===== config.mk =====
export PLATFORM = sky130hd
export DESIGN_NAME = i2c_eeprom_slave_ctrl
export DESIGN_NICKNAME = d
export VERILOG_FILES = /design/src/rtl/i2c_eeprom_pkg.sv /design/src/rtl/i2c_line_sync.sv /design/src/rtl/i2c_eeprom_slave_ctrl.sv
export SDC_FILE = /design/constraint.sdc
export NUM_CORES = 1
export LEC_CHECK = 0
export CAP_MARGIN = 15
export CORE_ASPECT_RATIO = 0.9
export CORE_UTILIZATION = 53
export CTS_CLUSTER_SIZE = 25
export DETAILED_ROUTE_END_ITERATION = 8
export PLACE_DENSITY_LB_ADDON = 0.1
export SLEW_MARGIN = 25
export SYNTH_ARGS = -nofsm -noshare
export SYNTH_HDL_FRONTEND = slang
export SYNTH_SLANG_ARGS = --single-unit

===== constraint.sdc =====
create_clock -name clk -period 2.1 [get_ports clk]
set_input_delay 0.42 -clock clk [delete_from_list [all_inputs] [get_ports clk]]
set_output_delay 0.42 -clock clk [all_outputs]
set_load 0.1 [all_outputs]

===== src/rtl/i2c_eeprom_pkg.sv =====
// i2c_eeprom_pkg: shared sizes and FSM states for the I2C EEPROM slave front end
package i2c_eeprom_pkg;
  localparam int PAGE_BYTES = 8;
  localparam int PAGE_W = 64;
  localparam int ROW_W = 5;
  localparam int COL_W = 3;
  localparam int PTR_W = ROW_W + COL_W;
  localparam logic [6:0] DEV_ADDR_DEF = 7'b1010000;
  typedef enum logic [3:0] {
    S_IDLE, S_DEV_ADDR, S_DEV_ACK, S_WORD_ADDR, S_WORD_ACK,
    S_WR_DATA, S_WR_ACK, S_RD_DATA, S_RD_ACK, S_WAIT_STOP
  } state_t;
endpackage


===== src/rtl/i2c_line_sync.sv =====
// i2c_line_sync: synchronizes raw SCL/SDA and emits registered edge and START/STOP strobes
module i2c_line_sync (
  input  logic clk,
  input  logic rst,
  input  logic scl_pin,
  input  logic sda_pin,
  output logic scl_rise,
  output logic scl_fall,
  output logic start,
  output logic stop,
  output logic sda
);
  logic [1:0] scl_s, sda_s;
  logic scl_p, sda_p;
  // idle bus is high, so reset to 1 to avoid a spurious edge right after reset
  always_ff @(posedge clk) begin
    if (rst) begin
      scl_s <= 2'b11;
      sda_s <= 2'b11;
      scl_p <= 1'b1;
      sda_p <= 1'b1;
      scl_rise <= 1'b0;
      scl_fall <= 1'b0;
      start <= 1'b0;
      stop <= 1'b0;
      sda <= 1'b1;
    end else begin
      scl_s <= {scl_s[0], scl_pin};
      sda_s <= {sda_s[0], sda_pin};
      scl_p <= scl_s[1];
      sda_p <= sda_s[1];
      scl_rise <= scl_s[1] & ~scl_p;
      scl_fall <= ~scl_s[1] & scl_p;
      start <= scl_s[1] & scl_p & sda_p & ~sda_s[1];
      stop <= scl_s[1] & scl_p & ~sda_p & sda_s[1];
      sda <= sda_s[1];
    end
  end
endmodule


===== src/rtl/i2c_eeprom_slave_ctrl.sv =====
// i2c_eeprom_slave_ctrl: I2C slave protocol front end for a paged EEPROM array
module i2c_eeprom_slave_ctrl import i2c_eeprom_pkg::*; #(
  parameter logic [6:0] DEV_ADDR = DEV_ADDR_DEF,
  parameter int PAGE_NUM = 32
) (
  input  logic clk,
  input  logic rst,
  input  logic scl_i,
  input  logic sda_i,
  output logic sda_oe,
  output logic [ROW_W-1:0] mem_row,
  input  logic [PAGE_W-1:0] mem_page_q,
  output logic [PAGE_W-1:0] mem_wdata,
  output logic mem_write,
  output logic busy
);
  localparam logic [ROW_W-1:0] LAST_ROW = ROW_W'(PAGE_NUM - 1);
  logic scl_rise, scl_fall, start, stop, sda;
  state_t state;
  logic [2:0] cnt;
  logic [7:0] sh, nb, rd_byte;
  logic [PTR_W-1:0] ptr, ptr_inc;
  logic [COL_W-1:0] col;
  logic [PAGE_BYTES-1:0][7:0] pbuf;
  logic dirty, preload, got, rd_load;
  i2c_line_sync u_sync (
    .clk(clk), .rst(rst), .scl_pin(scl_i), .sda_pin(sda_i),
    .scl_rise(scl_rise), .scl_fall(scl_fall), .start(start), .stop(stop), .sda(sda)
  );
  assign col = ptr[COL_W-1:0];
  assign mem_row = ptr[COL_W +: ROW_W];
  assign nb = {sh[6:0], sda};
  assign rd_byte = mem_page_q[{col, 3'd0} +: 8];
  assign ptr_inc = (ptr == {LAST_ROW, {COL_W{1'b1}}}) ? '0 : ptr + 1'b1;
  // sh[0] still holds the R/W bit while in DEV_ACK; got marks a master ACK seen in RD_ACK
  assign rd_load = (state == S_DEV_ACK && sda_oe && sh[0]) || (state == S_RD_ACK && got);
  always_ff @(posedge clk) begin
    if (rst) begin
      state <= S_IDLE;
      cnt <= '0;
      sh <= '0;
      ptr <= '0;
      pbuf <= '0;
      dirty <= 1'b0;
      preload <= 1'b0;
      got <= 1'b0;
      sda_oe <= 1'b0;
      mem_wdata <= '0;
      mem_write <= 1'b0;
      busy <= 1'b0;
    end else begin
      mem_write <= 1'b0;
      preload <= 1'b0;
      if (preload) pbuf <= mem_page_q;
      if (stop) begin
        state <= S_IDLE;
        sda_oe <= 1'b0;
        busy <= 1'b0;
        dirty <= 1'b0;
        mem_write <= dirty;
        if (dirty) mem_wdata <= pbuf;
      end else if (start) begin
        state <= S_DEV_ADDR;
        cnt <= '0;
        sda_oe <= 1'b0;
        dirty <= 1'b0;
        got <= 1'b0;
      end else if (scl_rise) begin
        if (state inside {S_DEV_ADDR, S_WORD_ADDR, S_WR_DATA, S_RD_DATA}) begin
          sh <= nb;
          cnt <= cnt + 1'b1;
        end
        if (cnt == 3'd7)
          case (state)
            S_DEV_ADDR: begin
              state <= (nb[7:1] == DEV_ADDR) ? S_DEV_ACK : S_WAIT_STOP;
              busy <= nb[7:1] == DEV_ADDR;
            end
            S_WORD_ADDR: begin
              state <= S_WORD_ACK;
              ptr <= nb;
              preload <= 1'b1;
            end
            S_WR_DATA: begin
              state <= S_WR_ACK;
              pbuf[col] <= nb;
              ptr[COL_W-1:0] <= col + 1'b1;
              dirty <= 1'b1;
            end
            S_RD_DATA: begin
              state <= S_RD_ACK;
              ptr <= ptr_inc;
              got <= 1'b0;
            end
            default: ;
          endcase
        if (state == S_RD_ACK) begin
          state <= sda ? S_WAIT_STOP : S_RD_ACK;
          got <= ~sda;
        end
      end else if (scl_fall) begin
        if (rd_load) begin
          state <= S_RD_DATA;
          sh <= rd_byte;
          sda_oe <= ~rd_byte[7];
          got <= 1'b0;
        end else
          case (state)
            S_DEV_ACK, S_WORD_ACK, S_WR_ACK: begin
              sda_oe <= ~sda_oe;
              if (sda_oe) state <= (state == S_DEV_ACK) ? S_WORD_ADDR : S_WR_DATA;
            end
            S_RD_DATA: sda_oe <= ~sh[7];
            S_RD_ACK: sda_oe <= 1'b0;
            default: ;
          endcase
      end
    end
  end
endmodule


* Word-level counts from Yosys, hierarchy flattened
Index checks and enable logic that the tools add are counted.
** Word-level totals
- Bits in registers :: 167
- Logic and storage cells :: 147
- Bits of input ports :: 68
** Operators by class
- Bitwise operators :: 18
- $add $sub $neg :: 3
- $lt $le $gt $ge :: 2
- Reduce and logical (&&, ||, !) cells :: 35
- Shift-type cells :: 1
- Equality and inequality tests :: 17
- Mux-type cells :: 42
** Operators with widths (count)
- 2-to-1 mux 64 bit :: 7
- bitwise mux 64 bit :: 1
- indexed part select 64 x 7 -> 8 bit :: 1
- 2-to-1 mux 8 bit :: 6
- 2-to-1 mux 4 bit :: 8
- AND reduction 5 bit :: 6
- demux 8 bit (select 3 bit) :: 1
- == test 4 x 3 -> 1 bit (second input constant) :: 4
- one-hot mux 4 bit (4 select lines) :: 1
- nonzero test 4 bit :: 4
- nonzero test 3 bit :: 5
- 2-to-1 mux 3 bit :: 4
- 2-to-1 mux 1 bit :: 11
- inverter 1 bit :: 11
- one-hot mux 5 bit (2 select lines) :: 1
- nonzero test 2 bit :: 5
- one-hot mux 3 bit (3 select lines) :: 1
- AND reduction 3 bit :: 3
- adder 8 x 1 -> 8 bit (second input constant) :: 1
- == test 4 x 2 -> 1 bit (second input constant) :: 2
- == test 8 bit (second input constant) :: 1
- != test 4 bit (second input constant) :: 2
- AND 1 bit :: 7
- == test 7 bit (second input constant) :: 1
- 18 further kinds :: 24

* Depth between registers and ports, before layout
- Depth in word-level cells :: 10
- Depth in mapped cells :: 8

* Hierarchy
Synthesis repeated with hierarchy kept, for this count alone.
** Unflattened totals
- Cells, all modules :: 891
- Area total of the unflattened synthesis :: 7691.1 um2
** By module, submodules not included
- i2c_eeprom_slave_ctrl :: cells an instance 869, area an instance 7390.8 um2, times used 1, sequential area each 3143.0 um2
- i2c_line_sync :: cells an instance 22, area an instance 300.3 um2, times used 1, sequential area each 200.2 um2

* Least setup slack after synthesis
Ideal clock, no wire load.
- Kind :: reg-to-reg
- From :: reg sda_oe
- To :: reg sh[1]
- Stages on the path, launching flop included :: 5
- Data arrival time :: 2.117 ns
- Period minus slack after synthesis :: 2.233 ns
- Buffers on the path :: 0
- Slack :: -0.133 ns
- Data required time :: 1.983 ns
- Library setup time :: 0.117 ns
- Path through :: dfxtp_1 > nand4b_1 > a211oi_1 > a311oi_2 > a22o_1
** Between the ends
- Word-level cells in the longest chain between the ends :: 5
** Ends and longest elaborated chain
- start: declaration :: line i2c_eeprom_slave_ctrl.sv:10 : output logic sda_oe,
- start signal: assignment :: line i2c_eeprom_slave_ctrl.sv:105 : sda_oe <= ~rd_byte[7];
- start signal: assignment :: line i2c_eeprom_slave_ctrl.sv:110 : sda_oe <= ~sda_oe;
- start signal: assignment :: line i2c_eeprom_slave_ctrl.sv:113 : S_RD_DATA: sda_oe <= ~sh[7];
- logical AND 1 bit (2 in series) :: line i2c_eeprom_slave_ctrl.sv:36 : assign rd_load = (state == S_DEV_ACK && sda_oe && sh[0]) || (state == S_RD_ACK && got);
- logical OR 1 bit :: line i2c_eeprom_slave_ctrl.sv:36
- nonzero test 2 bit (no line)
- AND reduction 5 bit (no line)
- end signal: assignment :: line i2c_eeprom_slave_ctrl.sv:70 : sh <= nb;
- end signal: assignment :: line i2c_eeprom_slave_ctrl.sv:104 : sh <= rd_byte;
- end: declaration :: line i2c_eeprom_slave_ctrl.sv:21 : logic [7:0] sh, nb, rd_byte;
No other way between the ends.
A chain may end at the register's enable or synchronous reset.

* Final worst setup path
- From :: reg cnt[0]
- To :: reg pbuf[56] in the netlist's numbering
** Between the ends
- Word-level cells in the longest chain between the ends :: 5
** Ends and longest elaborated chain
- start: declaration :: line i2c_eeprom_slave_ctrl.sv:20 : logic [2:0] cnt;
- start signal: assignment :: line i2c_eeprom_slave_ctrl.sv:71 : cnt <= cnt + 1'b1;
- == test 3 bit :: line i2c_eeprom_slave_ctrl.sv:73 : if (cnt == 3'd7)
- 2-to-1 mux 64 bit :: line i2c_eeprom_slave_ctrl.sv:73
- 2-to-1 mux 64 bit :: line i2c_eeprom_slave_ctrl.sv:68 : end else if (scl_rise) begin
- 2-to-1 mux 64 bit :: line i2c_eeprom_slave_ctrl.sv:62 : end else if (start) begin
- 2-to-1 mux 64 bit :: line i2c_eeprom_slave_ctrl.sv:55 : if (stop) begin
- end signal: assignment :: line i2c_eeprom_slave_ctrl.sv:54 : if (preload) pbuf <= mem_page_q;
- end signal: indexed assignment :: line i2c_eeprom_slave_ctrl.sv:86 : pbuf[col] <= nb;
- end: declaration :: line i2c_eeprom_slave_ctrl.sv:24 : logic [PAGE_BYTES-1:0][7:0] pbuf;
No other way between the ends.

==> qor.txt <==
Worst rel slew slack = 50.83%
Final setup violation count = 0
Synthesized cell area = 7939 µm²
Final nets = 1,063
Post-synth EDFFs = 0
Commonest non-fill, non-tap cell in the layout = dfxtp_1
Ys Warns = 0
Post-synth top area share = 42.11%
Clk slew on worst S/H paths = 0.07 ns
Fmax = 502.3 MHz
Residual DRC = 0
DRT antenna net count = 0
Crit share post-route = 94.80%
Status = finished clean
Max H-tree Level = 4
Synth unique cells = 69
Mapped Cells = 875
Clk_lat worst skew = 0.43 ns
CP Launch Point = cnt[0]
CP max FO = 14
Ant. Diodes = 0
Placed cell count = 1,171
Die X = 131.0 µm
Row cnt = 42
Setup Slack @ Placement = 0.06463 ns
Final Critical Period = 1.991 ns
Syn_nets = 946
Synthesis-to-finish area growth = 25.34%
Drt pass-1 iters = 6
Worst hold start = rst
DR vias/cell = 5.963
Sequential fraction of the synthesis area = 42.11%
CTS max path bufs = 2
Post-Layout Cell Count = 1,203
CP endpoint kind = register
Setup TNS = 0 ns
Hold Crit Class = in2reg
Slew at the pin with the worst max-slew slack = 0.7375 ns
Fillcell total = 1,160
VDD IR-drop max = 0.6035 mV
Initial Utilization = 54.15%
Layout cell share with drive strength beyond 1 = 21.59%
Pin count of the biggest net entering global routing = 95
Design area = 9951 µm²
CTS Sinks = 167
CTS tree = yes
Final WS setup = 0.1092 ns
CP Data Required Time = 2.44 ns
Synth top area cells = dfxtp_1 42%, mux2i_1 12%, nand2_1 6.5%
I/O Buffers = 139
DR vias = 7,174
Unrepaired setup endpoints after global routing = no
Detail Placement HPWL = 17.50 mm
Vert. Die Dim = 118.1 µm
Number of global-route vias before repair = 6,755
Die area = 15,470 µm²
Worst EP arrival = 2.33 ns
Commonest cells after routing, fill and taps aside = 165 x dfxtp_1, 136 x nand2_1, 103 x buf_4
Final Hold Viols = 0
P_leak = 0.003695 µW
Crit path launch type = register
Primary FF master, synth = dfxtp_1
Placed Area = 9375 µm²
Number of synthesized register bits = 167
Asr flop ratio synth = 0%
GP Congestion = 0.9075
Global-route wire length before repair = 37.34 mm
R2r startpoint = cnt[0]
TritonCTS Buffers = 17
Initial antenna violation count = 0
WL final = 24.49 mm
Drt wl/cell = 20.35 µm
Gr ovfl total = 0
Power Dens Cells = 660.1 nW/µm²
I/O Pins = 140
Max_cap viols = 0
Initial DRC count = 639
Root buffer cell = clkbuf_16
Max-slew violations = 0
Post-synth top area cell = dfxtp_1
Crit Path Class = reg2reg
Final Total Pwr = 6568 µW
Gr usage total = 32.29%
Avg Inst Size Synth = 9.073 µm²
Clk_skew = 0.009223 ns
Core area = 14,660 µm²
-- sequential cells by signal, indices dropped and copies added, names as in the netlist, 2 cells and up --
register and cells:
u_sync.scl_s 2, mem_wdata 64, pbuf 64, cnt 3, sh 8, ptr 8
state 4, u_sync.sda_s 2
-- where the power goes --
part           switching [µW]  internal [µW]  total [µW]  leakage (µW)
clock                    1370           1700        3070      0.000273
combinational             152            166         318       0.00207
sequential               8.83           3170        3180       0.00135
-- stage by stage --
stage / utilization (%) / hold slack [ns]
2_1_floorplan: - / 0.3895
3_3_place_gp: 63.94 / 0.3933
3_5_place_dp: 63.94 / 0.3978
4_1_cts: 67.86 / 0.3985
5_1_grt: 67.87 / 0.4260
6_report: 67.87 / 0.4058
-- layer usage --
layer	vias to the layer above	GRT usage (%)	routed length [µm]
li1	3341	-	-
met1	3427	45.44	10930
met2	359	48.45	10780
met3	47	7.318	2129
met4	0	10.85	646
met5	-	0	0
-- final timing paths --
check | slack (ns) | cells after the start | end
worst max-delay path | 0.11 | 8 | pbuf[56]
worst min-delay path | 0.41 | 3 | sda_oe
worst max register to register | 0.11 | 8 | pbuf[56]
worst min register to register | 0.41 | 1 | u_sync.sda_s[1]
-- layout make-up --
class,count,area [µm²],area share [%]
inverters,10,37.54,0.3772
repair buffers,177,1594,16.02
clock inverters,13,131.4,1.320
multi-input cells,619,4149,41.69
well taps,198,247.7,2.490
clock buffers,19,442.9,4.451
flip-flops and latches,167,3348,33.65
-- critical path: stages, from the launching register on --
cell and delay (ns):
dfxtp_1 0.32, ha_1 0.21, ha_1 0.23, and3b_2 0.27, buf_4 0.17, nand4_1 0.16, buf_4 0.22, nor2_1 0.07
a211oi_1 0.25
-- repair_timing --
action / CTS / global route
resized for setup: 0 / 1
hold buffers: 0 / 0
setup buffers: 0 / 0
endpoints found under the setup margin: 0 / 15
-- synthesized netlist by cell type (all sizes together) (5+ instances only) --
| library cell | count |
|---|---|
| dfxtp | 167 |
| inv | 10 |
| or2 | 41 |
| nor3 | 6 |
| nand3 | 5 |
| nor2 | 51 |
| nand3b | 6 |
| and2 | 9 |
| buf | 43 |
| clkbuf | 36 |
| mux4 | 10 |
| a22oi | 7 |
| a211oi | 39 |
| o21ai | 8 |
| mux2i | 98 |
| nand2 | 140 |
| nand2b | 16 |
| a221oi | 9 |
| a21oi | 85 |
| a22o | 5 |
| o22ai | 6 |
| mux2 | 6 |
| nor3b | 7 |
-- cells by family (layout without fill, tap and decap cells) --
family                     Yosys count  after routing  synth area share, %
and+or+nand+nor                    311            311                19.70
AOI/OAI and AO/OA                  191            191                15.98
DFF                                167            167                42.11
muxes                              114            114                16.04
buffers and inverters               89            219                5.690
adders and majority gates            3              3               0.4729
Note: power is estimated with default switching activity, not from simulation.
